`src/rtl/gen_sec.sv`:
```
// gen_sec: serial frame transmitter (sync pattern, MSB-first data word, restart pattern).
// Define GEN_SEC_PARIDAD_EN to append an even-parity bit after the data word.
module gen_sec #(
    parameter logic [4:0] SECUENCIA    = 5'b10100,
    parameter logic [4:0] SEC_REINICIO = 5'b00000,
    parameter int         ANCHO        = 8
) (
    input  logic             clk,
    input  logic             rst,
    input  logic             inicio,
    input  logic [ANCHO-1:0] dato,
    output logic             s_out,
    output logic             ocupado,
    output logic             listo
);
    localparam int CW    = $clog2(ANCHO > 5 ? ANCHO : 5);
    localparam int S_INI = 0;
    localparam int S_PRE = 1;
    localparam int S_DAT = 2;
    localparam int S_REI = 3;
`ifdef GEN_SEC_PARIDAD_EN
    localparam int S_PAR = 4;
    localparam int NS    = 5;
`else
    localparam int NS    = 4;
`endif
    localparam logic [CW-1:0] LD_PAT = CW'(4);
    localparam logic [CW-1:0] LD_DAT = CW'(ANCHO - 1);

    logic [NS-1:0]    state, nxt;
    logic [CW-1:0]    cnt, cnt_nxt;
    logic [ANCHO-1:0] sr, sr_nxt;
    logic             last, pat;
    logic             s_out_d, ocupado_d, listo_d;
`ifdef GEN_SEC_PARIDAD_EN
    logic             par, par_nxt;
`endif

    assign last = cnt == '0;

    // Outputs are computed from the next state so the line bit is registered alongside it.
    always_ff @(posedge clk or negedge rst)
        if (!rst) begin
            state   <= NS'(1);
            cnt     <= '0;
            sr      <= '0;
            s_out   <= 1'b0;
            ocupado <= 1'b0;
            listo   <= 1'b0;
        end else begin
            state   <= nxt;
            cnt     <= cnt_nxt;
            sr      <= sr_nxt;
            s_out   <= s_out_d;
            ocupado <= ocupado_d;
            listo   <= listo_d;
        end

`ifdef GEN_SEC_PARIDAD_EN
    always_ff @(posedge clk or negedge rst)
        if (!rst) par <= 1'b0;
        else par <= par_nxt;
`endif

    always_comb begin
        nxt     = '0;
        cnt_nxt = cnt - 1'b1;
        sr_nxt  = sr;
`ifdef GEN_SEC_PARIDAD_EN
        par_nxt = par;
`endif
        if (state[S_PRE]) begin
            nxt[S_PRE] = !last;
            nxt[S_DAT] = last;
            cnt_nxt    = last ? LD_DAT : cnt_nxt;
        end else if (state[S_DAT]) begin
            sr_nxt = sr << 1;
            if (!last) nxt[S_DAT] = 1'b1;
            else begin
`ifdef GEN_SEC_PARIDAD_EN
                nxt[S_PAR] = 1'b1;
                cnt_nxt    = '0;
`else
                nxt[S_REI] = 1'b1;
                cnt_nxt    = LD_PAT;
`endif
            end
`ifdef GEN_SEC_PARIDAD_EN
        end else if (state[S_PAR]) begin
            nxt[S_REI] = 1'b1;
            cnt_nxt    = LD_PAT;
`endif
        end else if (state[S_REI] && !last) begin
            nxt[S_REI] = 1'b1;
        end else if ((state[S_INI] || state[S_REI]) && inicio) begin
            // Accept from idle or on the last restart bit for gap-free back-to-back frames.
            nxt[S_PRE] = 1'b1;
            cnt_nxt    = LD_PAT;
            sr_nxt     = dato;
`ifdef GEN_SEC_PARIDAD_EN
            par_nxt    = ^dato;
`endif
        end else begin
            nxt[S_INI] = 1'b1;
            cnt_nxt    = '0;
        end
    end

    always_comb begin
        pat       = |((nxt[S_PRE] ? SECUENCIA : SEC_REINICIO) & (5'b00001 << cnt_nxt));
`ifdef GEN_SEC_PARIDAD_EN
        s_out_d   = nxt[S_DAT] ? sr_nxt[ANCHO-1] : nxt[S_PAR] ? par_nxt : (nxt[S_PRE] | nxt[S_REI]) & pat;
`else
        s_out_d   = nxt[S_DAT] ? sr_nxt[ANCHO-1] : (nxt[S_PRE] | nxt[S_REI]) & pat;
`endif
        ocupado_d = !nxt[S_INI];
        listo_d   = nxt[S_REI] && cnt_nxt == '0;
    end
endmodule

```
`config.mk`:
```
export PLATFORM = sky130hd
export DESIGN_NAME = gen_sec
export DESIGN_NICKNAME = d
export VERILOG_FILES = /design/src/rtl/gen_sec.sv
export SDC_FILE = /design/constraint.sdc
export NUM_CORES = 1
export LEC_CHECK = 0
export CORE_UTILIZATION = 50
export CTS_CLUSTER_DIAMETER = 80
export DETAILED_ROUTE_END_ITERATION = 10
export GPL_ROUTABILITY_DRIVEN = 1
export PLACE_DENSITY = 0.81
export REMOVE_ABC_BUFFERS = 1
export SLEW_MARGIN = 20
export SYNTH_ARGS = -nofsm -noshare
export SYNTH_HDL_FRONTEND = slang
export SYNTH_SLANG_ARGS = --single-unit
```
`constraint.sdc`:
```
create_clock -name clk -period 1.7 [get_ports clk]
set_input_delay 0.34 -clock clk [delete_from_list [all_inputs] [get_ports clk]]
set_output_delay 0.34 -clock clk [all_outputs]
set_load 0.02 [all_outputs]
```
==> run summary <==
Status: finished clean
FF+latch count, synth: 18
Worst-margin pin slew: 0.418 ns
Rel. slew slack: 72.1%
CP Max Fanout: 15
Max Clock Freq: 617 MHz
Worst Setup EP: sr[2]
Routed vias/inst: 5.60
Grt total ovfl: 0
R2R cell count: 7
Final Hold Viols: 0
Leakage: 0.000538 uW
Routed length per instance: 14.1 um
Fin nets: 132
FF/Latch Area: 452 um2
PortBufs: 13
Sequential area share after synthesis: 45.5%
Row cnt: 15
Clk root buf: clkbuf_4
Drc violations: 0
Initial core utilization: 55.1%
Worst R2R End: sr[2]
Fin area: 0.00123 mm2
Clk_skew: 0.00307 ns
Synth top area share: 42.9%
Sinks on Clock Net: 18
Area of the multi-input gates: 484 um2
Number of synthesis warnings: 0
1st-pass router iterations: 4
PwrDens: 1880 mW/mm2
Avg Cell Area, Syn: 9.82 um2
Tcrit/Tclk final: 95.3%
Startpoint Class: flip-flop
Pin count of the biggest net entering global routing: 19
Top post-synthesis cells by area: dfrtp_1 43%, nand3_1 7.6%, a22oi_1 5.3%, or3b_1 5.3%, nand2_1 4.2%
CTS tree: built
Setup Viol. Count Final: 0
Die height: 46.5 um
Cell taking the most area after synthesis: dfrtp_1
Fill cell total of the finished layout: 147
Critical Path RT: 1.93 ns
MaxCap Viol Count: 0
Cell variety after synth: 34
Crit path arrival time: 1.85 ns
Max Slew Vio Count: 0
Boundary Pins: 14
Final min period: 1.62 ns
Via count: 801
DRT iter0 DRCs: 29
Critical path capture point type: flip-flop
Placer Congestion: 0.779
Cells after Synth: 101
First-pass GRT wire length: 3.26 mm
DP HPWL: 1.33 mm
Core box area: 0.00180 mm2
Vias in the first global route: 772
Total track usage: 22.0%
Hold Crit Class: primary input to asynchronous set/reset pin
Diodes inserted: 0
DP Area: 0.00116 mm2
# hold bufs at CTS: 0
Synthesis-to-layout area growth: 23.6%
Syn Std Cell Area: 992 um2
Worst Setup Path Type: flip-flop to flip-flop
CP startpoint: cnt[0]
CTS max path bufs: 2
Clock latency on the worst-skew pair: 0.29 ns
Antenna violations before repair: 0
Die Width: 46.5 um
Post-DRT Antenna Nets: 0
Share of layout cells above drive strength 1: 16.9%
Final WL: 2.02 mm
CTS H-Tree Depth: 1
R2r setup slk: 0.08 ns
Hold Slack: 0.369 ns
VDD IR-drop max: 1.12 mV
Cts bufs inserted: 3
Final setup margin: 0.0798 ns
Post-place setup slack: -0.0113 ns
RR Startpoint: cnt[0]
Post-layout power: 2310 uW
CTS clk-pin slew, worst paths: 0.10 ns
Die area: 0.00217 mm2
Setup TNS: 0 ns
power breakdown:
group / switching (uW) / internal, uW / leakage [uW] / total, uW
logic: 631 / 604 / 0.000296 / 1230
clock network: 129 / 131 / 0.0000210 / 260
registers: 177 / 639 / 0.000221 / 816
worst min-delay path by stage:
stage / endpoint / slack (ns) / startpoint / cells past startpoint
after CTS: state[1] / 0.37 / rst / 2
after global placement: cnt[0] / 0.50 / cnt[0] / 1
after detailed placement: cnt[0] / 0.50 / cnt[0] / 1
after global routing: cnt[0] / 0.39 / rst / 2
final: cnt[0] / 0.37 / rst / 2
after floorplan: cnt[0] / 0.04 / rst / 0
timing repair:
| action | CTS | global route |
|---|---|---|
| hold endpoints to repair | 0 | 0 |
| gates resized for setup | 0 | 1 |
| setup endpoints to repair | 0 | 3 |
| setup buffers | 0 | 2 |
Yosys cell counts (all sizes together):
master,count
nor2b,4
nor2,2
a21oi,5
dfrtp,17
nor3,2
buf,5
clkbuf,2
a211oi,1
and2,1
nor4,1
a21boi,1
nor4b,1
o21ai,3
nand2b,2
inv,4
ha,2
or2,1
o31a,1
a22oi,7
nand3b,1
or3b,6
o311ai,1
and3,2
dfstp,1
mux2i,1
nand3,15
nand2,11
o31ai,1
stage by stage:
step           instances  util (%)
2_1_floorplan         94         -
3_3_place_gp         137      64.3
3_5_place_dp         137      64.3
4_1_cts              141      66.3
5_1_grt              143      68.1
6_report             143      68.1
placed cells by master (no fill, tap or decap), drive strengths merged:
master and n:
clkdlybuf4s50 13, mux2i 1, and3 2, nand2b 2, a21boi 1, a211oi 1
nand2 11, clkbuf 4, dfstp 1, o31ai 1, or2 1, a22oi 7
a21oi 5, nor4b 1, ha 2, nor3 2, nor4 1, buf 7
o21ai 3, o311ai 1, nand3 15, nor2b 4, or3b 6, inv 4
o31a 1, and2 1, nor2 2, nand3b 1, dfrtp 17
per-layer routing:
| metal | global-route usage, % | vias to the layer above | wire length, um |
|---|---|---|---|
| li1 | - | 399 | - |
| met1 | 26.8 | 376 | 912 |
| met2 | 33.3 | 21 | 982 |
| met3 | 9.41 | 5 | 102 |
| met4 | 10.0 | 0 | 25 |
| met5 | 0 | - | 0 |
kinds of logic after synthesis:
kind of cell	count (synthesis)	share of synthesized area, %
compound gates	20	15.9
fa+ha+maj	2	2.52
buf+inv	11	6.05
flops	18	45.5
mux	1	1.01
simple gates	49	29.0
critical path, stage by stage (launching register included):
cell      delay [ns]
dfrtp_1         0.38
inv_1           0.08
ha_1            0.26
nand2b_4        0.16
o21ai_4         0.10
buf_12          0.15
or3b_1          0.36
nand3_1         0.08
layout make-up:
class | instances | share of cell area, %
Multi-Input combinational cell | 72 | 39.5
Sequential cell | 18 | 36.8
Timing Repair Buffer | 20 | 16.9
Clock buffer | 4 | 2.96
Tap cell | 25 | 2.55
Inverter | 4 | 1.22
flip-flops by register name (all words and copies together) (netlist names):
signal and cells:
state 4, cnt 3, sr 8, listo 1, ocupado 1, s_out 1
No activity file was read; power rests on OpenSTA's default activity.
